**src/rtl/seg_scan_driver.sv**
```systemverilog
// Time-multiplexed scan controller for an N-digit common-anode 7-segment display.
// Drives one digit code plus LT/BI/RBI into a BCD-to-7-segment decoder per scan slot
// and enables that digit's anode, with a dark gap between slots against ghosting.
// Optional feature macro: LEADING_ZERO_BLANK_EN enables leading-zero blanking chained
// through the decoder's RBO output; without it rbi_n is tied high and rbo_in is ignored.
module seg_scan_driver #(
  parameter int unsigned N_DIGITS  = 4,
  parameter int unsigned PRESCALE  = 1000,
  parameter int unsigned BLANK_CYC = 8
) (
  input  logic                  clk,
  input  logic                  rst_n,
  input  logic                  en,
  input  logic                  lamp_tst,
  input  logic [4*N_DIGITS-1:0] bcd_in,
  input  logic                  rbo_in,
  output logic [3:0]            dcba,
  output logic                  lt_n,
  output logic                  bi_n,
  output logic                  rbi_n,
  output logic [N_DIGITS-1:0]   anode_n,
  output logic                  frame
);

  localparam int unsigned CntMax = (PRESCALE > BLANK_CYC) ? PRESCALE : BLANK_CYC;
  localparam int unsigned CntW   = $clog2(CntMax + 1);
  localparam int unsigned IdxW   = (N_DIGITS > 1) ? $clog2(N_DIGITS) : 1;

  localparam logic [IdxW-1:0] IdxTop    = IdxW'(N_DIGITS - 1);
  localparam logic [CntW-1:0] BlankLast = CntW'(BLANK_CYC - 1);
  localparam logic [CntW-1:0] ShowLast  = CntW'(PRESCALE - 1);

  typedef enum logic [1:0] {StIdle, StBlank, StShow} state_e;

  state_e                state_q, state_d;
  logic [IdxW-1:0]       idx_q, idx_d;
  logic [CntW-1:0]       cnt_q, cnt_d;
  logic [4*N_DIGITS-1:0] snapshot_q, snapshot_d;

  logic [3:0]            dcba_q, dcba_d;
  logic                  lt_n_q, lt_n_d;
  logic                  bi_n_q, bi_n_d;
  logic                  rbi_n_q, rbi_n_d;
  logic [N_DIGITS-1:0]   anode_n_q, anode_n_d;
  logic                  frame_q, frame_d;

`ifdef LEADING_ZERO_BLANK_EN
  // 1 while every digit scanned so far in this frame was blanked by the decoder.
  logic zero_chain_q, zero_chain_d;
`else
  logic unused_rbo;
  assign unused_rbo = rbo_in;
`endif

  // Scan sequencing: state, digit index, phase counter and frame snapshot.
  always_comb begin
    state_d    = state_q;
    idx_d      = idx_q;
    cnt_d      = cnt_q;
    snapshot_d = snapshot_q;
    if (!en) begin
      state_d    = StIdle;
      idx_d      = IdxTop;
      cnt_d      = '0;
      snapshot_d = '0;
    end else begin
      unique case (state_q)
        StIdle: begin
          state_d    = StBlank;
          idx_d      = IdxTop;
          cnt_d      = '0;
          snapshot_d = bcd_in;
        end
        StBlank: begin
          if (cnt_q == BlankLast) begin
            state_d = StShow;
            cnt_d   = '0;
          end else begin
            cnt_d = cnt_q + CntW'(1);
          end
        end
        StShow: begin
          if (cnt_q == ShowLast) begin
            state_d = StBlank;
            cnt_d   = '0;
            if (idx_q == '0) begin
              // Wrapping back to the MS digit starts a new frame.
              idx_d      = IdxTop;
              snapshot_d = bcd_in;
            end else begin
              idx_d = idx_q - IdxW'(1);
            end
          end else begin
            cnt_d = cnt_q + CntW'(1);
          end
        end
        default: begin
          state_d = StIdle;
          idx_d   = IdxTop;
          cnt_d   = '0;
        end
      endcase
    end
  end

`ifdef LEADING_ZERO_BLANK_EN
  // Leading-zero chain: RBO is only meaningful on the last SHOW cycle, with BI released.
  always_comb begin
    zero_chain_d = zero_chain_q;
    if (!en || state_q == StIdle) begin
      zero_chain_d = 1'b1;
    end else if (state_q == StShow && cnt_q == ShowLast) begin
      zero_chain_d = (idx_q == '0) ? 1'b1 : (zero_chain_q & ~rbo_in);
    end
  end
`endif

  // Output next-state, decoded from the upcoming scan state so outputs align with it.
  always_comb begin
    dcba_d    = 4'd0;
    lt_n_d    = ~lamp_tst;
    bi_n_d    = 1'b0;
    rbi_n_d   = 1'b1;
    anode_n_d = '1;
    frame_d   = 1'b0;
    if (state_d != StIdle) begin
      for (int unsigned k = 0; k < N_DIGITS; k++) begin
        if (idx_d == IdxW'(k)) begin
          dcba_d = snapshot_d[4*k +: 4];
        end
      end
    end
    if (state_d == StShow) begin
      bi_n_d = 1'b1;
      for (int unsigned k = 0; k < N_DIGITS; k++) begin
        anode_n_d[k] = (idx_d != IdxW'(k));
      end
      frame_d = (state_q == StBlank) && (idx_d == IdxTop);
    end
`ifdef LEADING_ZERO_BLANK_EN
    // Lamp test must light every segment, so it overrides ripple blanking.
    if (state_d != StIdle && !lamp_tst) begin
      if (idx_d == IdxTop) begin
        rbi_n_d = 1'b0;
      end else if (idx_d != '0) begin
        rbi_n_d = ~zero_chain_d;
      end
    end
`endif
  end

  // State and output registers.
  always_ff @(posedge clk or negedge rst_n) begin
    if (!rst_n) begin
      state_q      <= StIdle;
      idx_q        <= IdxTop;
      cnt_q        <= '0;
      snapshot_q   <= '0;
`ifdef LEADING_ZERO_BLANK_EN
      zero_chain_q <= 1'b1;
`endif
      dcba_q       <= 4'd0;
      lt_n_q       <= 1'b1;
      bi_n_q       <= 1'b0;
      rbi_n_q      <= 1'b1;
      anode_n_q    <= '1;
      frame_q      <= 1'b0;
    end else begin
      state_q      <= state_d;
      idx_q        <= idx_d;
      cnt_q        <= cnt_d;
      snapshot_q   <= snapshot_d;
`ifdef LEADING_ZERO_BLANK_EN
      zero_chain_q <= zero_chain_d;
`endif
      dcba_q       <= dcba_d;
      lt_n_q       <= lt_n_d;
      bi_n_q       <= bi_n_d;
      rbi_n_q      <= rbi_n_d;
      anode_n_q    <= anode_n_d;
      frame_q      <= frame_d;
    end
  end

  assign dcba    = dcba_q;
  assign lt_n    = lt_n_q;
  assign bi_n    = bi_n_q;
  assign rbi_n   = rbi_n_q;
  assign anode_n = anode_n_q;
  assign frame   = frame_q;

endmodule

```
**config.mk**
```make
export PLATFORM = sky130hd
export DESIGN_NAME = seg_scan_driver
export DESIGN_NICKNAME = d
export VERILOG_FILES = /design/src/rtl/seg_scan_driver.sv
export SDC_FILE = /design/constraint.sdc
export NUM_CORES = 1
export LEC_CHECK = 0
export CORE_UTILIZATION = 48
export CTS_CLUSTER_DIAMETER = 120
export DETAILED_ROUTE_END_ITERATION = 8
export PLACE_DENSITY = 0.75
export SKIP_LAST_GASP = 1
export SLEW_MARGIN = 20
export SYNTH_ARGS = -nofsm -noshare
export SYNTH_HDL_FRONTEND = slang
export SYNTH_SLANG_ARGS = --single-unit
```
**constraint.sdc**
```tcl
create_clock -name clk -period 2.35 [get_ports clk]
set_input_delay 0.235 -clock clk [delete_from_list [all_inputs] [get_ports clk]]
set_output_delay 0.235 -clock clk [all_outputs]
set_load 0.1 [all_outputs]
```
==> results of run 1 <==
where the power goes:
part / switching (mW) / internal [mW] / total, mW
combinational: 0.192 / 0.132 / 0.324
clock: 0.250 / 0.428 / 0.678
sequential: 0.0186 / 0.746 / 0.764
worst paths after layout:
path / slack [ps] / depth (start not counted) / to / from
min: 70 / 1 / dcba[2]$_DFF_PN0_ / rst_n
max reg2reg: 100 / 10 / dcba[3]$_DFF_PN0_ / idx_q[0]$_DFF_PN1_
max in group asynchronous: 1710 / 1 / snapshot_q[1]$_DFF_PN0_ / rst_n
min in group clk: 440 / 2 / lt_n$_DFF_PN1_ / lamp_tst
min reg2reg: 500 / 1 / cnt_q[0]$_DFF_PN0_ / cnt_q[0]$_DFF_PN0_
max: 100 / 10 / dcba[3]$_DFF_PN0_ / idx_q[0]$_DFF_PN1_
cells in the final DEF, fill, tap and decap left out, types with 2 or more instances in the layout:
cell	instances
o21ai_0	2
nand3_1	7
o21bai_2	2
nand4_1	7
a221oi_1	2
nor2b_1	2
nor2_1	12
clkbuf_8	5
dfrtp_1	34
a22oi_1	3
xnor2_1	3
nand2b_1	3
bufinv_16	2
buf_4	23
and4_1	2
o22ai_1	4
inv_1	11
nor2_2	2
a22o_1	14
clkdlybuf4s50_1	18
a22oi_2	2
nand2_1	11
ha_1	5
dfstp_2	7
xor2_1	4
o221ai_1	2
mux2i_1	6
a21oi_1	3
or3_1	2
mux2_2	5
routing by layer:
metal  up-vias  GRT usage, %  part of all wire, %
li1        763             -                    -
met5         -             0                    0
met3         8          5.10                  4.3
met1       848          28.2                   44
met4         0          6.77                  1.0
met2        42          37.0                   51
metrics by stage:
stage / instance area (um^2) / setup WS [ps] / cells / setup TNS (ps)
CTS: 2620 / 73.5 / 276 / 0
floorplan: 2130 / 134 / 187 / 0
detailed placement: 2490 / 92.3 / 268 / 0
finish: 2670 / 101 / 278 / 0
global placement: 2490 / 145 / 268 / 0
global route: 2670 / -13.5 / 278 / -24.1
registers in the layout (all words and copies together), names as in the netlist:
signal      count
idx_q           2
frame           1
snapshot_q     16
state_q         2
lt_n            1
cnt_q          10
dcba            4
bi_n            1
anode_n         4
worst max-delay path, cell delays in order, from the launching register on:
cell and delay, ps:
dfstp_2 550, inv_1 60, ha_1 280, nor2b_1 140, and4_4 250, nor3_4 50, buf_12 160, inv_4 80
mux2_4 300, a22oi_2 180, o22ai_1 90
repair_timing:
item / CTS / global route
resized for setup: 0 / 7
buffers inserted: 0 / 2
endpoints found under the setup margin: 0 / 5
hold endpoints to repair: 0 / 0
area by class of cell:
cell class	count	area, um^2
tap	50	62.6
clock inverter	3	68.8
clock buffer	5	68.8
multi-input combinational	124	1010
fill	319	1440
timing repair buffer	43	378
inverter	12	47.5
sequential	41	1030
cell families (layout without fill, tap and decap cells):
family                     Yosys count  after routing  share of synthesized area, %
and+or+nand+nor                     57             57                          16.6
AOI/OAI and AO/OA                   41             41                          16.8
DFF                                 41             41                          48.6
buffers and inverters               22             63                          5.23
muxes                               12             12                          6.18
xor gates and xnor gates             7              7                          2.88
adders and majority gates            6              6                          3.53
other                                1              1                         0.176
==> key figures, run 1 <==
Finish
  – Layout cells sized above 1: 29.8%
  – Layout Utilization: 65.0%
  – Synth-to-Final Area Change: 25.7%
  – Antenna Cells: 0
  – Nets: 254

Logic synthesis
  – Post-Syn Area per Cell: 11.4 um^2
  – FF+latch count, synth: 41
  – Top cells by count, synth: 34 x dfrtp_1, 14 x a22o_1, 12 x nor2_1, 11 x inv_1, 11 x nand2_1
  – Post-synthesis cell area: 2130 um^2
  – Post-synth top area share: 40.0%
  – Post-synth EDFFs: 0
  – Post-synth net total: 214
  – Synth Flop Type: dfrtp_1
  – Asr flop ratio synth: 100%
  – Distinct cells, synth: 51
  – Largest area contributor in the netlist: dfrtp_1
  – Syn Inst Count: 187
  – Sequential cell area fraction in the yosys report: 48.6%
  – Largest cells by area after synthesis: dfrtp_1 40%, dfstp_2 8.6%, a22o_1 5.8%
  – Top-count cell post-synth: dfrtp_1
  – Warnings, synthesis: 0

Setup path
  – WP data arrival: 2430 ps
  – WS Path Type: reg -> reg
  – CP required: 2530 ps
  – Crit path launch type: flop
  – Critical Path Fanout Max: 13
  – CP Capture Type: flop

Pwr
  – Total power: 1.77 mW
  – Pwr/cell area: 661 nW/um^2
  – Maximum VDD drop: 0.305 mV
  – Leak: 1.16 nW

Global routing
  – Gr ovfl total: 0
  – Vias in the first global route: 1636
  – Initial antenna violation count: 0
  – Total GRT Usage: 22.1%
  – First-pass GRT wire length: 7520 um
  – Pin count of the biggest net entering global routing: 42

STA
  – Setup violators final: 0
  – Max_slew headroom: 39.2%
  – Fin Hold WS: 69.0 ps
  – Max Clock Skew: 10.3 ps
  – F_max: 445 MHz
  – Tcrit/Tclk final: 95.7%
  – Final Hold Viols: 0
  – Worst-margin pin slew: 913 ps
  – Final max-slew violation count: 0
  – Minimum clock period: 2250 ps

Die
  – I/O pins: 33
  – Die area: 4700 um^2
  – Chip Width: 68.6 um
  – Core Region: 4120 um^2
  – Rows: 23
  – Initial Util: 51.7%
  – Die H: 68.6 um

Drt
  – Antenna Nets Post-Route: 0
  – WL/cell: 17.2 um
  – Detailed Routing Iterations Pass 1: 4
  – Drt initial violations: 133
  – DRC: 0
  – DRT Wirelength: 4770 um
  – Number of vias per cell: 5.97
  – Via count: 1661

Clock network
  – TritonCTS clock tree: yes
  – Worst-skew pair later-pin latency: 300 ps
  – Post-CTS Hold Buffers: 0
  – Cts bufs inserted: 5
  – Clock Pin Slew Worst Setup and Hold Paths: 90 ps
  – CTS H-Tree Depth: 2
  – CTS max path bufs: 2
  – CTS root buffer: clkbuf_8
  – Clock sinks: 41

Hold path
  – Hold Crit Class: in -> async

Job
  – Maxcap violations: 0

Placement
  – RD Place Congestion: 0.816
  – # port buffers: 30
  – Detailed placer's ending HPWL: 3420 um

Run status
  – Outcome: finished clean
(Power assumes the default switching activity.)
==> inputs of run 2 (changes only) <==
Settings changed: TNS_END_PERCENT set to 5.
==> run 2 against run 1 <==
Net effect: critical path depth stayed put; first-iteration DRC count is 11% higher; sequential share of layout area grew 0.33 points; clock power is essentially flat; global-route usage stayed put; flip-flop and latch count did not move; power shrank 0.56%; routed wire length fell by 1.1%; largest power group unchanged; highest routed layer unchanged.
==> key figures, run 2 (synthesis gave the netlist of run 1 again) <==
Run status
  – Outcome: finished clean

STA
  – Setup violators final: 0 (unchanged)
  – Final max-slew violation count: 0 (unchanged)
  – RSZ-0062 raised after global routing: yes
  – Max_slew headroom: 39.2% (about the same)
  – Worst-margin pin slew: 913 ps (+0.115 ps)
  – Max Clock Skew: 9.65 ps (-0.614 ps)
  – Minimum clock period: 2290 ps (+36.6 ps)
  – Final Hold Viols: 0 (unchanged)
  – Tcrit/Tclk final: 97.3% (+1.6 points)
  – F_max: 438 MHz (-1.6%)
  – Fin Hold WS: 69.0 ps (-0.000300 ps)

Setup path
  – CP required: 2530 ps (about the same)
  – CP Capture Type: flop
  – WS Path Type: reg -> reg
  – WP data arrival: 2460 ps (+30 ps)
  – Crit path launch type: flop
  – Flop2flop setup slack: 60 ps (-40 ps)
  – CP Launch Point: idx_q[0]$_DFF_PN1_
  – Critical Path Fanout Max: 13 (unchanged)
  – Worst r2r src: idx_q[0]$_DFF_PN1_

Global routing
  – Pin count of the biggest net entering global routing: 42 (unchanged)
  – Gr ovfl total: 0 (unchanged)
  – Initial antenna violation count: 0 (unchanged)
  – Vias in the first global route: 1636 (unchanged)
  – First-pass GRT wire length: 7520 um (unchanged)
  – Total GRT Usage: 22.1% (unchanged)

Hold path
  – Hold Crit Class: in -> async

Finish
  – Commonest cells after routing, fill and taps aside: 34 x dfrtp_1, 22 x buf_4, 18 x clkdlybuf4s50_1
  – Biggest register: snapshot_q
  – Nets: 253 (-0.39%)
  – Register area: 1030 um^2 (unchanged)
  – Top flop regs: snapshot_q (16), cnt_q (10)
  – Layout cells sized above 1: 29.1% (-0.75 points)
  – Multi-input logic area: 1000 um^2 (-1.2%)
  – Synth-to-Final Area Change: 24.6%
  – Most common cell after layout, fill and taps aside: dfrtp_1
  – Layout Cells excl Fill: 277 (-0.36%)
  – Filler Cells Inserted: 322 (+0.94%)
  – Antenna Cells: 0 (unchanged)
  – Final instance area: 2650 um^2 (-0.84%)
  – Largest register FFs: 16 (unchanged)

Clock network
  – Cts bufs inserted: 5 (unchanged)
  – CTS max path bufs: 2 (unchanged)
  – TritonCTS clock tree: yes
  – Clock Pin Slew Worst Setup and Hold Paths: 90 ps (about the same)
  – Clock sinks: 41 (unchanged)
  – CTS root buffer: clkbuf_8
  – CTS H-Tree Depth: 2 (unchanged)
  – Worst-skew pair later-pin latency: 290 ps (about the same)

Pwr
  – Pwr/cell area: 663 nW/um^2 (+0.28%)
  – Total power: 1.76 mW (-0.56%)
  – Leak: 1.15 nW (-0.77%)
  – Maximum VDD drop: 0.303 mV (-0.34%)

Die
  – Core Region: 4120 um^2 (unchanged)
  – Die H: 68.6 um (unchanged)
  – Rows: 23 (unchanged)
  – I/O pins: 33 (unchanged)
  – Initial Util: 51.7% (unchanged)
  – Chip Width: 68.6 um (unchanged)
  – Die area: 4700 um^2 (unchanged)

Placement
  – # port buffers: 30 (unchanged)
  – Dpl cell area: 2490 um^2 (unchanged)
  – Detailed placer's ending HPWL: 3420 um (unchanged)
  – RD Place Congestion: 0.816 (unchanged)
  – Placed Instances: 268 (unchanged)

Drt
  – DRC: 0 (unchanged)
  – WL/cell: 17.0 um (-0.78%)
  – Detailed Routing Iterations Pass 1: 4 (unchanged)
  – DRT Wirelength: 4720 um (-1.1%)
  – Antenna Nets Post-Route: 0 (unchanged)
  – Number of vias per cell: 5.97 (-0.12%)
  – Via count: 1653 (-0.48%)
  – Drt initial violations: 148 (+11%)

Job
  – Maxcap violations: 0 (unchanged)
[run 2: cell count changes in the layout (fill, tap and decap cells not counted)]
cell,before,now
inv_4,1,0
o22ai_4,1,0
a22oi_2,2,1
inv_2,0,1
a22oi_1,3,4
buf_4,23,22
o22ai_2,0,1
[run 2: layout make-up]
cell class | count | share of cell area, %
Sequential cell | 41 | 39.0
Multi-Input combinational cell | 124 | 37.8
Timing Repair Buffer | 42 | 14.0
Clock buffer | 5 | 2.60
Clock inverter | 3 | 2.60
Tap cell | 50 | 2.36
Inverter | 12 | 1.70
[run 2: final timing paths]
| kind | to | depth (start not counted) |
|---|---|---|
| min in group clk | lt_n$_DFF_PN1_ | 2 |
| min | frame$_DFF_PN0_ | 1 |
| max | dcba[3]$_DFF_PN0_ | 10 |
| max in group asynchronous | snapshot_q[1]$_DFF_PN0_ | 1 |
| max reg2reg | dcba[3]$_DFF_PN0_ | 10 |
| min reg2reg | cnt_q[0]$_DFF_PN0_ | 1 |
[run 2: stage by stage]
step                setup TNS [ps]  utilization, %  setup WS (ps)
global placement                 0            60.4            145
floorplan                        0               -            134
detailed placement               0            60.4           92.3
finish                           0            64.4           64.3
CTS                              0            63.8           73.5
global route                  -167            64.4          -50.8
[run 2: where the power goes]
part / switching (mW) / internal [mW] / leakage, nW
clock: 0.250 / 0.428 / 0.0687
combinational: 0.186 / 0.127 / 0.547
sequential: 0.0198 / 0.746 / 0.533
total: 0.456 / 1.30 / 1.15
[run 2: timing repair]
action                                 CTS  global route
setup buffers                            0             1
resized for setup                        0             4
hold buffers                             0             0
setup endpoints to repair                0             5
endpoints found under the hold margin    0             0
[run 2: per-layer routing]
metal | up-vias | wire [um] | global-route usage [%]
met5 | - | 0 | 0
met4 | 0 | 71 | 6.77
met3 | 10 | 210 | 5.10
met2 | 46 | 2390 | 37.0
met1 | 837 | 2040 | 28.2
li1 | 760 | - | -
[run 2: critical path, cell delays in order, from the launching register on]
cell and delay (ps):
dfstp_2 550, inv_1 60, ha_1 280, nor2b_1 140, and4_4 250, nor3_4 50, buf_12 150, inv_2 100
mux2_4 310, a22oi_2 180, o22ai_1 90
